[src/rtl/lfsr_rng_stream.sv]
// Fibonacci LFSR random source with valid/ready output stream.
// Ports: clk, rst (sync, active-high), seed/seed_load reload,
// enable gates stepping, limit bounds accepted words (0 = full range),
// rand_out/out_valid/out_ready form the output handshake.
module lfsr_rng_stream #(
  parameter int               WIDTH        = 12,
  parameter logic [WIDTH-1:0] TAPS         = 12'h053,
  parameter int               STEPS        = 1,
  parameter logic [WIDTH-1:0] SEED_DEFAULT = 12'h001
) (
  input  logic             clk,
  input  logic             rst,
  input  logic [WIDTH-1:0] seed,
  input  logic             seed_load,
  input  logic             enable,
  input  logic [WIDTH-1:0] limit,
  output logic [WIDTH-1:0] rand_out,
  output logic             out_valid,
  input  logic             out_ready
);

  typedef enum logic {
    GEN,
    HOLD
  } state_t;

  state_t           state;
  logic [WIDTH-1:0] lfsr;
  logic [7:0]       step_cnt;

  logic             fb;
  logic [WIDTH-1:0] lfsr_next;
  logic [WIDTH-1:0] cand;
  logic             last_step;
  logic             accept;

  always_comb begin
    fb        = ^(lfsr & TAPS);
    lfsr_next = {fb, lfsr[WIDTH-1:1]};
    // lfsr is never zero, so cand spans 0 .. 2^WIDTH-2
    cand      = lfsr_next - WIDTH'(1);
    last_step = (step_cnt == 8'(STEPS - 1));
    accept    = (limit == '0) || (cand < limit);
  end

  always_ff @(posedge clk) begin
    if (rst) begin
      lfsr      <= SEED_DEFAULT;
      rand_out  <= '0;
      out_valid <= 1'b0;
      step_cnt  <= '0;
      state     <= GEN;
    end else if (seed_load) begin
      // all-zero seed would lock the LFSR
      lfsr      <= (seed == '0) ? '1 : seed;
      out_valid <= 1'b0;
      step_cnt  <= '0;
      state     <= GEN;
    end else begin
      unique case (state)
        GEN: begin
          if (enable) begin
            lfsr <= lfsr_next;
            if (last_step) begin
              step_cnt <= '0;
              if (accept) begin
                rand_out  <= cand;
                out_valid <= 1'b1;
                state     <= HOLD;
              end
            end else begin
              step_cnt <= step_cnt + 8'd1;
            end
          end
        end
        HOLD: begin
          if (out_valid && out_ready) begin
            out_valid <= 1'b0;
            state     <= GEN;
          end
        end
        default: state <= GEN;
      endcase
    end
  end

endmodule

[config.mk]
export PLATFORM = sky130hd
export DESIGN_NAME = lfsr_rng_stream
export DESIGN_NICKNAME = d
export VERILOG_FILES = /design/src/rtl/lfsr_rng_stream.sv
export SDC_FILE = /design/constraint.sdc
export NUM_CORES = 1
export LEC_CHECK = 0
export ABC_AREA = 1
export BUFFER_PORTS_ARGS = -buffer_cell sky130_fd_sc_hd__buf_2
export CORE_MARGIN = 2
export CORE_UTILIZATION = 40
export DETAILED_ROUTE_END_ITERATION = 6
export PLACE_DENSITY = 0.67
export SYNTH_ARGS = -nofsm -noshare
export SYNTH_HDL_FRONTEND = slang
export SYNTH_SLANG_ARGS = --single-unit
[constraint.sdc]
create_clock -name clk -period 3.2 [get_ports clk]
set_input_delay 0.16 -clock clk [delete_from_list [all_inputs] [get_ports clk]]
set_output_delay 0.16 -clock clk [all_outputs]
set_load 0.05 [all_outputs]
==> impl_metrics.tcl, run 1 <==
set metrics [dict create \
    ff2ff_path_depth 17 \
    path_common_cell "nand2_1" \
    ant_nets 0 \
    crit_chain "nor2_1 -> nand2_1 -> nor2_2 -> nand2_2 -> nor2_1 -> nor2_4 -> ha_1 -> nand2_1 -> nor2_1 -> nand2_1 -> nor2_1 -> nand2_1 -> nand2_1 -> nand2_2 -> nand2_2 -> nand2_1 -> a21oi_1" \
    ys_ff_latch 34 \
    dieArea_um2 5973 \
    hold_buffers 0 \
    clockRootBuffer "clkbuf_8" \
    ys_warn_count 0 \
    drt_iter0_drc 87 \
    yosys.area.top_type "dfxtp_1" \
    worstSkewPairLatency_ps 280 \
    die_w_um 77.29 \
    tightest_slew_ps 742.1 \
    final-hold-violation-count 0 \
    r2r_end "rand_out[9]" \
    critPathMaxStageDelay_ps 370 \
    rows 26 \
    initial_utilization_pct 41.80 \
    synth_top_family_by_area "simple AND/OR/NAND/NOR gates" \
    wl_per_cell_um 11.28 \
    portBuffers 41 \
    clockBufferDepth 2 \
    ys_seq_area_share_pct 31.68 \
    fin_area_um2 2482 \
    synthAdderAreaFrac_pct 8.154 \
    switching_share_pct 32.25 \
    syn_avg_cell_area_um2 6.735 \
    post-cts-setup-buffers 0 \
    clkTransAtPathRegs_ps 70 \
    slew_headroom_pct 50.35 \
    hold_path.class "in -> reg" \
    cts_tree "built" \
    min_period_ps 2664 \
    drt_first_pass_iters 4 \
    p_int_w 0.0008080 \
    synthArstFlopShare_pct 0 \
    yosys.area_share.simple_pct 33.66 \
    fmax_mhz 375.3 \
    crit_path_top_delay_cell "dfxtp_1" \
    grt_pass1_vias 1921 \
    synth_edf_count 0 \
    antenna_found_initial 0 \
    p_leak_nw 1.156 \
    yosysMostFrequentCell "nand2_1" \
    required_ps 3410 \
    setup_viol 0 \
    grt_max_degree 26 \
    ctsHtreeMaxLevel 2 \
    skew_ps 5.738 \
    drc_errors 0 \
    syn2layout_area_growth_pct 15.55 \
    post_cts_resized 0 \
    period_share_pct 83.26 \
    pwr-share-comb_pct 27.1 \
    num_antenna_cells 0 \
    via_per_inst 4.892 \
    peakVddDrop_uv 305.8 \
    synth_compound_area_share_pct 11.47 \
    critical_path.max_fanout 14 \
    grt_overflow_total 0 \
    finalSetupTns_ps 0 \
    dpl-instance-area_um2 2370 \
    synthTopCellsByArea "dfxtp_1 32%, nand2_1 15%, ha_1 8.2%" \
    start_kind "flip-flop" \
    status "complete, no violations" \
    yosysUniqueCellTypes 28 \
    synth-xor-area-share_pct 5.242 \
    grt_pass1_wl_um 8369 \
    track_usage_pct 17.18 \
    synthMuxAreaShare_pct 0 \
    cts-buffers-inserted 5 \
    synth_top_flop_cell "dfxtp_1" \
    finalCoreUtilization_pct 48.30 \
    syn_area_um2 2148 \
    synth_cells 319 \
    synth_top_area_share_pct 31.68 \
    rr_startpoint "lfsr[3]" \
    drt-total-wl_um 4795 \
    finalWorstSetupSlack_ps 535.6 \
    hpwl_um 3775 \
    synth.net_count 362 \
    power.switching_w 0.0003845 \
    io_pins 42 \
    clkPwrFrac_pct 33.3 \
    power.share.sequential_pct 39.6 \
    via_count 2079 \
    pre_cts_slack_ps 549.0 \
    end_kind "flip-flop" \
    cp-endpoint "rand_out[9]" \
    cp.arrival_ps 2870 \
    fin_nets 398 \
    clkSinkCount 34 \
    cellPowerDensity_nw_per_um2 480.4 \
    startpoint "lfsr[3]" \
    rsz0062_at_grt "false" \
    drive_gt1_share_pct 17.18 \
    coreArea_um2 5140 \
    maxCapViolCount 0 \
    dieHeight_um 77.29 \
    gp_congestion 0.8411 \
    synth_commonest_cells "84 x nand2_1, 37 x nor2_1, 36 x inv_1, 34 x dfxtp_1, 22 x nand3_1" \
    critPathKind "reg -> reg" \
    drv_slew 0 \
    r2r_setup_slack_ps 540 \
]
-- worst min path at each step --
stage               startpoint   endpoint  slack (ps)  cells past startpoint
floorplan              seed[0]    lfsr[0]         310                      2
global placement       seed[0]    lfsr[0]         430                      3
detailed placement     seed[0]    lfsr[0]         420                      3
CTS                    seed[0]    lfsr[0]         140                      3
global route         out_ready  out_valid         180                      4
finish                 seed[0]    lfsr[0]         140                      3
-- cells in the final DEF (no fill, tap or decap) --
master,instances
xor2_1,7
a31oi_1,11
dfxtp_1,34
inv_1,36
nand4_1,6
ha_1,14
clkbuf_8,6
nor3b_4,1
buf_2,41
a31o_2,1
nor2_4,1
nor3_1,2
nor3b_1,3
nand3_1,22
nor4_1,1
nand2_2,3
inv_2,1
a2111oi_0,1
or2_4,1
bufinv_16,1
nand2_1,84
xnor2_2,1
nor2_1,37
a21oi_1,19
xnor2_1,4
o21ai_0,13
nor2_2,4
-- metal layers --
metal	global-route usage, %	wire [um]	vias to the layer above
met4	5.357	52	0
met3	3.529	221	4
met1	22.46	2369	922
met2	28.35	2152	52
met5	0	0	-
li1	-	-	1101
-- worst max-delay path, delay by kind of cell (launching register included) --
| family | cells | cell delay [ps] |
|---|---|---|
| AO/OA/AOI/OAI | 1 | 140 |
| adder cells (fa/ha/maj) | 1 | 290 |
| flip-flops | 1 | 370 |
| AND/OR/NAND/NOR | 15 | 1780 |
-- registers in the layout, summed over array words and instances, names as in the netlist --
signal     cells
state          1
lfsr          12
step_cnt       8
rand_out      12
out_valid      1
-- metrics by stage --
step	total power, W	hold WS (ps)	cells
6_report	0.001193	140.9	425
5_1_grt	0.001268	182.4	425
4_1_cts	0.001202	136.4	425
3_5_place_dp	0.0008059	422.8	418
3_3_place_gp	0.0008005	431.6	418
2_1_floorplan	0.0007351	313.3	319
-- final cells by class --
class | count | area [um^2]
clock buffers | 6 | 82.58
multi-input cells | 236 | 1257
clock inverters | 1 | 30.03
well taps | 70 | 87.58
flip-flops and latches | 34 | 680.7
fillers | 543 | 2658
inverters | 37 | 138.9
repair buffers | 41 | 205.2
-- power by group through the flow --
stage	Combinational, W	Clock (W)	Sequential [W]
2_1_floorplan	0.000217	0	0.000518
3_3_place_gp	0.000319	0	0.000481
3_5_place_dp	0.000324	0	0.000482
4_1_cts	0.000325	0.000404	0.000472
5_1_grt	0.000369	0.000423	0.000476
6_report	0.000323	0.000397	0.000472
-- cells by family (layout without fill, tap and decap cells) --
family / count (synthesis) / count (layout)
compound gates: 45 / 45
xor+xnor: 12 / 12
fa+ha+maj: 14 / 14
buf+inv: 49 / 85
flops: 34 / 34
simple gates: 165 / 165
Note: power is estimated with default switching activity, not from simulation.
==> run 2, diff against run 1 <==
==> constraint.sdc (replaced) <==
create_clock -name clk -period 2.6 [get_ports clk]
set_input_delay 0.13 -clock clk [delete_from_list [all_inputs] [get_ports clk]]
set_output_delay 0.13 -clock clk [all_outputs]
set_load 0.05 [all_outputs]
==> run 2 against run 1 <==
Net effect:
- via count fell by 1.2%
- combinational power is 34% higher
- register-to-register slack worse by 320 ps
- sequential cell count unchanged
- sequential power is 23% higher
- highest routed layer unchanged
- clock-buffer cell count stayed put
- largest power group unchanged
- clock skew is essentially flat
- worst hold slack lost 28 ps
- critical path depth unchanged
- global-route usage down 0.80 points
- fmax rose by 12%
- routed wire length down 2.4%
- critical path type unchanged
==> impl_metrics.tcl, run 2 (synthesized netlist as in run 1, its figures left out) <==
set metrics [dict create \
    period_share_pct 91.56 \
    critical_path.max_fanout 13 \
    layout_common_cells "83 x nand2_1, 41 x buf_2, 36 x inv_1" \
    clkTransAtPathRegs_ps 60 \
    tightest_slew_ps 763.1 \
    dpl-instance-area_um2 2405 \
    p_leak_nw 1.183 \
    drt_iter0_drc 68 \
    antenna_found_initial 0 \
    end_kind "flip-flop" \
    clkSinkCount 34 \
    via_per_inst 4.801 \
    slew_headroom_pct 48.94 \
    wl_per_cell_um 10.93 \
    clockRootBuffer "clkbuf_8" \
    skew_ps 5.331 \
    num_antenna_cells 0 \
    min_period_ps 2381 \
    cts_tree "built" \
    die_w_um 77.29 \
    grt_pass1_vias 1824 \
    setup_viol 0 \
    drive_gt1_share_pct 19.83 \
    hold_path.class "in -> reg" \
    grt_max_degree 26 \
    worstSkewPairLatency_ps 280 \
    final-hold-violation-count 0 \
    rows 26 \
    initial_utilization_pct 41.80 \
    hpwl_um 3699 \
    cp.arrival_ps 2530 \
    clockBufferDepth 2 \
    ant_nets 0 \
    dieHeight_um 77.29 \
    ctsHtreeMaxLevel 2 \
    top_regs "lfsr x12, rand_out x12, step_cnt x8" \
    drc_errors 0 \
    critPathKind "reg -> reg" \
    final_common_cell "nand2_1" \
    via_count 2055 \
    hold_ws_ps 113.0 \
    rsz0062_at_grt "false" \
    fin_nets 401 \
    io_pins 42 \
    required_ps 2750 \
    n_fill_cell 560 \
    status "complete, no violations" \
    hold_buffers 0 \
    gp_congestion 0.8473 \
    fmax_mhz 420.1 \
    finalSetupTns_ps 0 \
    drv_slew 0 \
    cts-buffers-inserted 5 \
    grt_overflow_total 0 \
    track_usage_pct 16.37 \
    peakVddDrop_uv 429.7 \
    maxCapViolCount 0 \
    coreArea_um2 5140 \
    drt_first_pass_iters 4 \
    dieArea_um2 5973 \
    drt-total-wl_um 4679 \
    start_kind "flip-flop" \
    cellPowerDensity_nw_per_um2 589.9 \
    syn2layout_area_growth_pct 18.35 \
    post-cts-setup-buffers 0 \
    grt_pass1_wl_um 7941 \
    finalPower_w 0.001500 \
    portBuffers 41 \
    fin_area_um2 2542 \
]
## run 2: cell types whose count changed in the layout (fill, tap and decap cells not counted), moves of 2 or more
cell,previous run,this run
dfxtp_1,34,32
nor2_1,37,34
buf_4,0,2
nor2_2,4,6
dfxtp_2,0,2
## run 2: timing repair
| item | 4_1_cts | 5_1_grt |
|---|---|---|
| gates resized for setup | 1 | 8 |
| endpoints found under the setup margin | 1 | 14 |
| hold endpoints to repair | 0 | 0 |
## run 2: metal layers
| metal | vias up | track usage [%] | routed length, um | part of all wire, % |
|---|---|---|---|---|
| met2 | 45 | 26.70 | 2176 | 47 |
| met1 | 896 | 21.46 | 2232 | 48 |
| met4 | 0 | 5.357 | 61 | 1.3 |
| met5 | - | 0 | 0 | 0 |
| met3 | 6 | 3.529 | 208 | 4.4 |
| li1 | 1108 | - | - | - |
## run 2: worst paths after layout
kind	startpoint	end	slack, ps	cells after the start
max	lfsr[3]	rand_out[4]	220	17
min	seed[0]	lfsr[0]	110	3
max reg2reg	lfsr[3]	rand_out[4]	220	17
min reg2reg	rand_out[3]	rand_out[3]	460	2
## run 2: critical path, stage by stage, from the launching register on
cell	delay (ps)
dfxtp_1	380
nor2_2	150
nand2_2	100
nor2_4	160
nand2_2	80
nor2_2	150
nor2_4	60
ha_1	290
nand2_1	80
nor2_2	140
nand2_1	70
nor2_1	90
nand2_1	60
nand2_1	70
nand2_2	90
buf_12	150
nand3_1	80
a21oi_1	70
## run 2: final cells by class
cell class	instances	area (um^2)	share of cell area, %
multi-input combinational	236	1280	50.34
sequential	34	683.2	26.87
timing repair buffer	44	240.2	9.449
inverter	37	138.9	5.463
tap	70	87.58	3.445
clock buffer	6	82.58	3.248
clock inverter	1	30.03	1.181
## run 2: through the flow
stage	setup slack (ps)	std cells	utilization (%)
floorplan	324.0	319	-
global placement	125.1	421	46.79
detailed placement	11.91	421	46.79
CTS	34.10	428	49.08
global route	12.99	428	49.46
finish	219.5	428	49.46
## run 2: power by group
group | leakage, nW | switching, W | internal, W
logic | 0.847 | 0.000271 | 0.000163
registers | 0.278 | 0.0000300 | 0.000552
clock network | 0.0573 | 0.000178 | 0.000306
total | 1.18 | 0.000478 | 0.00102
